==> src/rtl/multicycle_pkg.sv <==
// Shared types and constants for the multi-cycle control FSM.
//   state_t   : phase encodings (IF=0, ID=1, EX=2, MEM=3, WB=4, TRAP=5)
//   OP_*      : opcode field values the controller sequences
//   ALUOP_*   : ALU operation selects
//   strobe_t  : bundle of datapath enables produced per phase
// Optional: MULTICYCLE_ILLEGAL_TRAP_EN adds the TRAP encoding.
package multicycle_pkg;

`ifdef MULTICYCLE_ILLEGAL_TRAP_EN
  typedef enum logic [2:0] {
    S_IF   = 3'd0,
    S_ID   = 3'd1,
    S_EX   = 3'd2,
    S_MEM  = 3'd3,
    S_WB   = 3'd4,
    S_TRAP = 3'd5
  } state_t;
`else
  typedef enum logic [2:0] {
    S_IF  = 3'd0,
    S_ID  = 3'd1,
    S_EX  = 3'd2,
    S_MEM = 3'd3,
    S_WB  = 3'd4
  } state_t;
`endif

  localparam logic [6:0] OP_RTYPE = 7'b0110011;
  localparam logic [6:0] OP_LD    = 7'b0000011;
  localparam logic [6:0] OP_SD    = 7'b0100011;
  localparam logic [6:0] OP_BEQ   = 7'b1100011;

  localparam logic [1:0] ALUOP_ADD   = 2'b00;
  localparam logic [1:0] ALUOP_SUB   = 2'b01;
  localparam logic [1:0] ALUOP_FUNCT = 2'b10;

  typedef struct packed {
    logic       pc_write;
    logic       pc_src;
    logic       ir_write;
    logic       reg_write;
    logic       mem_read;
    logic       mem_write;
    logic       mem_to_reg;
    logic       alu_src;
    logic [1:0] alu_op;
  } strobe_t;

  function automatic logic is_known_op(input logic [6:0] op);
    return (op == OP_RTYPE) || (op == OP_LD) || (op == OP_SD) || (op == OP_BEQ);
  endfunction

endpackage

==> src/rtl/multicycle_controller_if.sv <==
// Controller <-> datapath signal bundle.
//   master : the controller (consumes opcode/zero/mem_ready, drives enables)
//   slave  : the datapath side
// Optional: MULTICYCLE_ILLEGAL_TRAP_EN adds the illegal flag.
interface multicycle_controller_if #(
  parameter int RET_W = 32
);
  logic [6:0]       opcode;
  logic             zero;
  logic             mem_ready;
  logic             pc_write;
  logic             pc_src;
  logic             ir_write;
  logic             reg_write;
  logic             mem_read;
  logic             mem_write;
  logic             mem_to_reg;
  logic             alu_src;
  logic [1:0]       alu_op;
  logic [2:0]       state;
  logic             retired;
  logic [RET_W-1:0] retired_count;
`ifdef MULTICYCLE_ILLEGAL_TRAP_EN
  logic             illegal;
`endif

  modport master (
    input  opcode, zero, mem_ready,
`ifdef MULTICYCLE_ILLEGAL_TRAP_EN
    output illegal,
`endif
    output pc_write, pc_src, ir_write, reg_write, mem_read, mem_write,
    output mem_to_reg, alu_src, alu_op, state, retired, retired_count
  );

  modport slave (
    output opcode, zero, mem_ready,
`ifdef MULTICYCLE_ILLEGAL_TRAP_EN
    input  illegal,
`endif
    input  pc_write, pc_src, ir_write, reg_write, mem_read, mem_write,
    input  mem_to_reg, alu_src, alu_op, state, retired, retired_count
  );
endinterface

==> src/rtl/multicycle_out_decode.sv <==
// Combinational map from (phase, latched opcode) to datapath enables.
//   state : current phase
//   op_q  : opcode captured at the end of ID
//   zero  : ALU zero flag, only consulted for the branch in EX
//   strb  : enables; all zero in unused or trap phases
module multicycle_out_decode
  import multicycle_pkg::*;
(
  input  state_t     state,
  input  logic [6:0] op_q,
  input  logic       zero,
  output strobe_t    strb
);

  always_comb begin
    strb = '0;
    case (state)
      S_IF: begin
        strb.ir_write = 1'b1;
        strb.pc_write = 1'b1;
      end
      S_EX: begin
        case (op_q)
          OP_RTYPE: strb.alu_op = ALUOP_FUNCT;
          OP_LD, OP_SD: begin
            strb.alu_src = 1'b1;
            strb.alu_op  = ALUOP_ADD;
          end
          OP_BEQ: begin
            strb.alu_op   = ALUOP_SUB;
            strb.pc_src   = 1'b1;
            strb.pc_write = zero;
          end
          default: strb = '0;
        endcase
      end
      S_MEM: begin
        // Address stays on the ALU while memory is busy.
        strb.alu_src   = 1'b1;
        strb.alu_op    = ALUOP_ADD;
        strb.mem_read  = (op_q == OP_LD);
        strb.mem_write = (op_q == OP_SD);
      end
      S_WB: begin
        strb.reg_write  = 1'b1;
        strb.mem_to_reg = (op_q == OP_LD);
      end
      default: strb = '0;
    endcase
  end

endmodule

==> src/rtl/multicycle_controller.sv <==
// Multi-cycle control FSM: sequences one instruction at a time through
// IF/ID/EX/MEM/WB and counts retired instructions.
//   clk   : rising-edge clock
//   reset : synchronous, active-high; forces every output to 0 while high
//   bus   : master side of multicycle_controller_if
// Parameter RET_W: retired_count width (wraps modulo 2^RET_W).
// Optional: MULTICYCLE_ILLEGAL_TRAP_EN sends unknown opcodes to a sticky
// TRAP state with bus.illegal=1 instead of treating them as NOPs.
//
// state | meaning
// IF    | fetch: load IR, PC <= PC+4
// ID    | decode: capture opcode into op_q, choose path
// EX    | execute: ALU op per op_q; beq resolves and retires here
// MEM   | data access, held until mem_ready; sd retires here
// WB    | register-file write; R/ld retire here
// TRAP  | unknown opcode, held until reset (trap build only)
module multicycle_controller
  import multicycle_pkg::*;
#(
  parameter int RET_W = 32
) (
  input logic                     clk,
  input logic                     reset,
  multicycle_controller_if.master bus
);

  state_t           state_q;
  logic [6:0]       op_q;
  logic [RET_W-1:0] cnt_q;
  logic             retired_c;
  strobe_t          strb;

  assign retired_c = !reset &&
                     (((state_q == S_EX) && (op_q == OP_BEQ)) ||
                      ((state_q == S_MEM) && (op_q == OP_SD) && bus.mem_ready) ||
                      (state_q == S_WB));

  always_ff @(posedge clk) begin
    if (reset) begin
      state_q <= S_IF;
      op_q    <= '0;
      cnt_q   <= '0;
    end else begin
      if (retired_c) cnt_q <= cnt_q + 1'b1;
      case (state_q)
        S_IF: state_q <= S_ID;
        S_ID: begin
          op_q <= bus.opcode;
          if (is_known_op(bus.opcode)) state_q <= S_EX;
`ifdef MULTICYCLE_ILLEGAL_TRAP_EN
          else state_q <= S_TRAP;
`else
          else state_q <= S_IF;
`endif
        end
        S_EX: begin
          case (op_q)
            OP_RTYPE:     state_q <= S_WB;
            OP_LD, OP_SD: state_q <= S_MEM;
            default:      state_q <= S_IF;
          endcase
        end
        S_MEM: begin
          if (bus.mem_ready) state_q <= (op_q == OP_LD) ? S_WB : S_IF;
        end
        S_WB: state_q <= S_IF;
`ifdef MULTICYCLE_ILLEGAL_TRAP_EN
        S_TRAP: state_q <= S_TRAP;
`endif
        default: state_q <= S_IF;
      endcase
    end
  end

  multicycle_out_decode u_decode (
    .state (state_q),
    .op_q  (op_q),
    .zero  (bus.zero),
    .strb  (strb)
  );

  // Outputs are gated by reset so a reset mid-MEM drops strobes immediately.
  assign bus.pc_write      = !reset && strb.pc_write;
  assign bus.pc_src        = !reset && strb.pc_src;
  assign bus.ir_write      = !reset && strb.ir_write;
  assign bus.reg_write     = !reset && strb.reg_write;
  assign bus.mem_read      = !reset && strb.mem_read;
  assign bus.mem_write     = !reset && strb.mem_write;
  assign bus.mem_to_reg    = !reset && strb.mem_to_reg;
  assign bus.alu_src       = !reset && strb.alu_src;
  assign bus.alu_op        = reset ? 2'b00 : strb.alu_op;
  assign bus.state         = reset ? 3'd0 : state_q;
  assign bus.retired       = retired_c;
  assign bus.retired_count = reset ? '0 : cnt_q;
`ifdef MULTICYCLE_ILLEGAL_TRAP_EN
  assign bus.illegal       = !reset && (state_q == S_TRAP);
`endif

endmodule

==> src/flat_wrapper.sv <==
// flat-port wrapper written by rule: the top's interface ports become plain ports
module multicycle_controller_flat import multicycle_pkg::*;
#(
  parameter int RET_W = 32
)
  (clk, reset, bus_opcode, bus_zero, bus_mem_ready, bus_pc_write, bus_pc_src, bus_ir_write, bus_reg_write, bus_mem_read, bus_mem_write, bus_mem_to_reg, bus_alu_src, bus_alu_op, bus_state, bus_retired, bus_retired_count);
  multicycle_controller_if #(.RET_W(RET_W)) bus_i ();
  input logic clk;
  input logic reset;
  input wire logic [$bits(bus_i.opcode)-1:0] bus_opcode;
  input wire logic [$bits(bus_i.zero)-1:0] bus_zero;
  input wire logic [$bits(bus_i.mem_ready)-1:0] bus_mem_ready;
  output wire logic [$bits(bus_i.pc_write)-1:0] bus_pc_write;
  output wire logic [$bits(bus_i.pc_src)-1:0] bus_pc_src;
  output wire logic [$bits(bus_i.ir_write)-1:0] bus_ir_write;
  output wire logic [$bits(bus_i.reg_write)-1:0] bus_reg_write;
  output wire logic [$bits(bus_i.mem_read)-1:0] bus_mem_read;
  output wire logic [$bits(bus_i.mem_write)-1:0] bus_mem_write;
  output wire logic [$bits(bus_i.mem_to_reg)-1:0] bus_mem_to_reg;
  output wire logic [$bits(bus_i.alu_src)-1:0] bus_alu_src;
  output wire logic [$bits(bus_i.alu_op)-1:0] bus_alu_op;
  output wire logic [$bits(bus_i.state)-1:0] bus_state;
  output wire logic [$bits(bus_i.retired)-1:0] bus_retired;
  output wire logic [$bits(bus_i.retired_count)-1:0] bus_retired_count;
  assign bus_i.opcode = bus_opcode;
  assign bus_i.zero = bus_zero;
  assign bus_i.mem_ready = bus_mem_ready;
  assign bus_pc_write = bus_i.pc_write;
  assign bus_pc_src = bus_i.pc_src;
  assign bus_ir_write = bus_i.ir_write;
  assign bus_reg_write = bus_i.reg_write;
  assign bus_mem_read = bus_i.mem_read;
  assign bus_mem_write = bus_i.mem_write;
  assign bus_mem_to_reg = bus_i.mem_to_reg;
  assign bus_alu_src = bus_i.alu_src;
  assign bus_alu_op = bus_i.alu_op;
  assign bus_state = bus_i.state;
  assign bus_retired = bus_i.retired;
  assign bus_retired_count = bus_i.retired_count;
  multicycle_controller #(.RET_W(RET_W)) u_core (.clk(clk), .reset(reset), .bus(bus_i));
endmodule
==> config.mk <==
export PLATFORM = sky130hd
export DESIGN_NAME = multicycle_controller_flat
export DESIGN_NICKNAME = d
export VERILOG_FILES = /design/src/rtl/multicycle_pkg.sv /design/src/rtl/multicycle_controller_if.sv /design/src/rtl/multicycle_out_decode.sv /design/src/rtl/multicycle_controller.sv /design/src/flat_wrapper.sv
export SDC_FILE = /design/constraint.sdc
export NUM_CORES = 1
export LEC_CHECK = 0
export BUFFER_PORTS_ARGS = -buffer_cell sky130_fd_sc_hd__buf_2
export CAP_MARGIN = 20
export CORE_ASPECT_RATIO = 0.9
export CORE_MARGIN = 4
export CORE_UTILIZATION = 45
export DETAILED_ROUTE_END_ITERATION = 8
export GPL_TIMING_DRIVEN = 0
export HOLD_SLACK_MARGIN = 0.03
export PLACE_DENSITY = 0.69
export SKIP_LAST_GASP = 1
export SLEW_MARGIN = 40
export SYNTH_ARGS = -nofsm -noshare
export SYNTH_HDL_FRONTEND = slang
export SYNTH_SLANG_ARGS = --single-unit
==> constraint.sdc <==
create_clock -name clk -period 2.71 [get_ports clk]
set_clock_uncertainty 0.2 [all_clocks]
set_input_delay 0.1355 -clock clk [delete_from_list [all_inputs] [get_ports clk]]
set_output_delay 0.1355 -clock clk [all_outputs]
set_load 0.01 [all_outputs]
Word level (Yosys, flattened, before mapping)
Index checks and enable logic that the tools add are counted.
{"block": "word_totals", "input_bits": 11, "out_inout_bits": 46, "word_cells": 55, "regBits": 42}
{"block": "op_classes", "n_reduce_logical": 20, "eq_ne": 13, "add_sub_neg": 1, "mux": 18}
{"op": "$add A32 B1 Y32 const B", "n": 1}
{"op": "$mux W32", "n": 1}
{"op": "$eq A7 B6 Y1 const B", "n": 4}
{"op": "$eq A7 B2 Y1 const B", "n": 2}
{"op": "$eq A7 B7 Y1 const B", "n": 2}
{"op": "$logic_and A1 B1 Y1", "n": 12}
{"op": "$pmux W3 S2", "n": 2}
{"op": "$pmux W3 S4", "n": 1}
{"op": "$mux W3", "n": 3}
{"op": "$mux W2", "n": 4}
{"op": "$eq A3 B2 Y1 const B", "n": 2}
{"op": "$logic_or A1 B1 Y1", "n": 5}
{"op": "$mux W1", "n": 5}
{"op": "$pmux W2 S2", "n": 1}
{"op": "$eq A3 B1 Y1 const B", "n": 1}
{"op": "$eq A3 B3 Y1 const B", "n": 1}
{"op": "$logic_not A3 Y1", "n": 1}
{"op": "$ne A2 B2 Y1 const B", "n": 1}
{"op": "$pmux W1 S2", "n": 1}
{"op": "$reduce_or A2 Y1", "n": 1}
{"op": "$logic_not A1 Y1", "n": 1}

Depth between registers and ports, before layout
{"block": "depth", "word_depth": 6, "ltp_mapped": 8, "mapped_depth_nobuf": 5}

Cells and area by module
Synthesis repeated with hierarchy kept, for this count alone.
{"block": "hier_totals", "cells_unflattened": 294, "hier_area_um2": 2423.6}
{"module": "multicycle_controller", "seq_area_each_um2": 840.8, "cells_each": 276, "instances": 1, "area_per_inst_um2": 2284.7}
{"module": "multicycle_out_decode", "seq_area_each_um2": 0.0, "cells_each": 18, "instances": 1, "area_per_inst_um2": 138.9}

Least setup slack after synthesis
Ideal clock, no wire load.
{"block": "synth_path", "path_type": "register to output", "start": "register u_core.state_q[2]", "end": "output bus_mem_to_reg", "required_time_ps": 2375, "stages_incl_launch_ff": 6, "setup_slack_ps": 524, "arrival_time_ps": 1850, "n_path_buf": 2, "cell_sequence": "dfxtp_1 -> buf_2 -> nor3b_1 -> clkbuf_1 -> nor2b_1 -> nor3b_1"}
{"block": "synth_between", "elab_chain_len": 3}
{"element": "from (decl)", "line_no": "multicycle_controller.sv:27", "rtl": "state_t state_q;"}
{"element": "from (signal assigned)", "line_no": "multicycle_controller.sv:64", "rtl": "if (bus.mem_ready) state_q <= (op_q == OP_LD) ? S_WB : S_IF;"}
{"element": "$eq A3 B3 Y1", "line_no": "multicycle_out_decode.sv:17", "rtl": "case (state)"}
{"element": "$mux W1"}
{"element": "$logic_and A1 B1 Y1", "line_no": "multicycle_controller.sv:89", "rtl": "assign bus.mem_to_reg = !reset && strb.mem_to_reg;"}
{"element": "to (decl)", "line_no": "flat_wrapper.sv:19", "rtl": "output wire logic [$bits(bus_i.mem_to_reg)-1:0] bus_mem_to_reg;"}
Every way passes these cells.

Worst setup path in the final report
{"block": "layout_path", "start": "register u_core.state_q[1]", "end": "register u_core.cnt_q[31]"}
{"block": "layout_between", "elab_chain_len": 6, "word_cells_on_any_way": 9, "classes_between": "eq/ne (3); reduce/logical (6)"}
{"element": "$eq A3 B2 Y1", "line_no": "multicycle_controller.sv:35", "rtl": "((state_q == S_MEM) && (op_q == OP_SD) && bus.mem_ready) ||"}
{"element": "$logic_and A1 B1 Y1 (2 in series)", "line_no": "multicycle_controller.sv:35"}
{"element": "$logic_or A1 B1 Y1", "line_no": "multicycle_controller.sv:34", "rtl": "(((state_q == S_EX) && (op_q == OP_BEQ)) ||"}
{"element": "$logic_or A1 B1 Y1 (*)", "line_no": "multicycle_controller.sv:35"}
{"element": "$logic_and A1 B1 Y1 (*)", "line_no": "multicycle_controller.sv:33", "rtl": "assign retired_c = !reset &&"}
{"element": "to (signal assigned)", "line_no": "multicycle_controller.sv:44", "rtl": "if (retired_c) cnt_q <= cnt_q + 1'b1;"}
{"element": "to (decl)", "line_no": "multicycle_controller.sv:29", "rtl": "logic [RET_W-1:0] cnt_q;"}
Every way passes the cells marked *; elsewhere a longest branch is shown, timed or not.
A chain may end at the register's enable or synchronous reset.

==> flow_summary_export.csv <==
group,metric,value,unit
detailed_routing,via_per_inst,5.39,
cells_and_area,nets,371,
cts,path_clk_slew,80,ps
timing,tns,0,ps
yosys,ys_seq_area_frac,0.358,
timing,period_share,0.932,
detailed_routing,first_pass_iters,4,
floorplanning,die_y,76.6,um
global_route,grt-ovfl-total,0,
yosys,synthTopCellsByArea,"dfxtp_1 36%, nor2b_1 9.3%, nor2_1 5.3%",
yosys,avgSynthCellArea,8.13,um2
placement,dp_cells,409,
yosys,synthCells,289,
worst_setup_path,cp-end-kind,"register",
worst_setup_path,startpoint_type,"register",
min_path,hp-class,"in -> reg",
status,outcome,"completed",
worst_setup_path,worstPathRequired,2700,ps
global_route,antenna_found_initial,0,
timing,post-route-min-period,2530,ps
power,ir_drop,0.368,mV
cts,clk_path_buf_depth,2,
global_route,grt_usage,0.192,
cts,cts.sinks,42,
timing,rsz0062_at_grt,"no",
floorplanning,boundaryPins,57,
timing,relSlewSlack,0.506,
timing,final_max_slew_viol_count,0,
global_route,grt_start_max_net_pins,13,
detailed_routing,route.detailed.drc,0,
global_route,grt_first_pass_wirelength,10.2,mm
floorplanning,std_cell_rows,24,
global_route,grt_pass1_vias,2087,
cells_and_area,drive_above_1_share,0.222,
cts,clock_latency,300,ps
timing,tightest_slew,740,ps
cells_and_area,final_cells,425,
yosys,ys_seq_elements,42,
flow_run,cap_violations,0,
placement,dp_hpwl,4.40,mm
power,leakage,1.21,nW
detailed_routing,routed_wl,6.03,mm
yosys,syn-num-nets,301,
timing,finalSetupViolations,0,
cts,cts_max_level,2,
worst_setup_path,cp.arrival,2520,ps
placement,gp_congestion,0.853,
power,power_density,403,nW/um2
worst_setup_path,critPathKind,"reg -> reg",
cts,clock-root-buffer,"clkbuf_8",
yosys,synth_cell_types,41,
yosys,synth_ff_type,"dfxtp_1",
yosys,yosysTopAreaCell,"dfxtp_1",
yosys,async_reset_ff_frac,0,
cts,cts_tree,"done",
floorplanning,die-width,84.2,um
floorplanning,dieArea,6440,um2
worst_setup_path,crit_path_max_fanout,9,
floorplanning,initial_core_util,0.474,
cells_and_area,diodes,0,
yosys,synth_edf_count,0,
detailed_routing,postRouteAntennaNets,0,
floorplanning,core_area,4950,um2
yosys,netlist_area,2350,um2
cts,cts_made_buffers,5,
yosys,yosysWarnings,0,
detailed_routing,route.vias.total,2289,
cells_and_area,area_growth,23.1,%
timing,max_freq,0.396,GHz
detailed_routing,drtIter0Drc,121,
timing,hold_viol_final,0,
placement,io_buffers,55,
cts,cts_setup_buffers,0,
detailed_routing,wl_per_cell,14.2,um
yosys,synth_top_area_frac,0.358,
-- layout by cell type (no fill, tap or decap), types with 2 or more instances in the layout --
cell type,synthesis,routed
xor2_1,11,11
nor2_1,33,33
o31ai_1,4,4
nand4_1,6,6
inv_1,4,4
buf_1,6,5
and2_1,4,4
buf_2,3,58
or3_1,10,10
and4_1,2,2
a21oi_1,16,16
mux2_2,3,3
nand3_1,7,7
nor3b_1,3,2
and3_1,5,5
nor3_1,7,7
clkbuf_8,0,6
nand2_1,19,19
o2111ai_1,5,5
mux2i_1,7,7
o211ai_1,5,5
nor2b_1,35,35
dlygate4sd3_1,0,8
or4_1,8,8
dfxtp_1,42,42
nor4b_1,3,3
clkbuf_1,9,9
clkbuf_2,0,2
o21ai_0,15,15
nor4_1,3,3
-- final timing paths --
check	startpoint	endpoint	slack, ps	cells past startpoint
worst max-delay path	u_core.state_q[1]$_SDFFE_PP0P_	u_core.cnt_q[31]$_SDFFE_PP0P_	180	6
worst min-delay path	reset	u_core.cnt_q[29]$_SDFFE_PP0P_	270	3
worst max register to register	u_core.state_q[1]$_SDFFE_PP0P_	u_core.cnt_q[31]$_SDFFE_PP0P_	180	6
worst min register to register	u_core.cnt_q[30]$_SDFFE_PP0P_	u_core.cnt_q[30]$_SDFFE_PP0P_	280	2
-- final cells by class --
class / instances / area [um2]
well taps: 65 / 81.3
clock inverters: 1 / 5.00
multi-input cells: 224 / 1420
clock buffers: 7 / 86.3
flip-flops and latches: 42 / 841
repair buffers: 63 / 355
fillers: 466 / 2060
plain buffers: 19 / 85.1
inverters: 4 / 15.0
-- timing repair --
action                     in CTS  in global routing
gates resized for setup         1                  4
hold endpoints to repair        8                  0
setup endpoints to repair       1                  3
hold buffers                    8                  0
-- Yosys cell counts (4+ instances only) --
cell type and number:
or4_1 8, and2_1 4, o21ai_0 15, nand4_1 6, mux2i_1 7, dfxtp_1 42
nand2_1 19, o31ai_1 4, buf_1 6, or3_1 10, xor2_1 11, nor2b_1 35
o211ai_1 5, a21oi_1 16, inv_1 4, o2111ai_1 5, nor3_1 7, nand3_1 7
clkbuf_1 9, and3_1 5, nor2_1 33
-- where the power goes --
part | internal (mW) | switching (mW) | leakage [nW]
clock network | 0.206 | 0.215 | 0.0482
logic | 0.0445 | 0.0632 | 0.823
registers | 0.627 | 0.00888 | 0.340
total | 0.877 | 0.287 | 1.21
-- layer usage --
layer  vias up  part of all wire  global-route usage
li1       1175                 -                   -
met1      1057              0.48               0.264
met2        50              0.45               0.295
met3         7             0.053              0.0562
met4         0            0.0096              0.0466
met5         -                 0                   0
-- kinds of logic after synthesis --
group / Yosys count / synth area share
AO/OA/AOI/OAI: 49 / 0.137
XOR/XNOR: 11 / 0.0410
adder cells (fa/ha/maj): 2 / 0.00958
buffers and inverters: 23 / 0.0415
flip-flops: 42 / 0.358
multiplexers: 10 / 0.0442
AND/OR/NAND/NOR: 152 / 0.368
-- sequential cells by signal, indices dropped and copies added, names as in the netlist --
name	cells
u_core.cnt_q	32
u_core.op_q	7
u_core.state_q	3
-- worst max-delay path: stages (launching register included) --
cell and delay (ps):
dfxtp_1 310, clkbuf_1 320, nand2b_1 190, a2111oi_4 330, o2111ai_1 410, nor3_1 300, mux2_2 360
-- stage by stage --
stage               area (um2)  setup slack, ps  power, mW   util  hold WS [ps]
detailed placement        2710              141      0.748  0.546           201
CTS                       2880              119       1.17  0.582           283
global placement          2710              172      0.747  0.546           191
finish                    2890              183       1.16  0.584           269
floorplan                 2350              524      0.716      -          82.3
global route              2890             6.28       1.22  0.584           313
No activity file was read; power rests on OpenSTA's default activity.
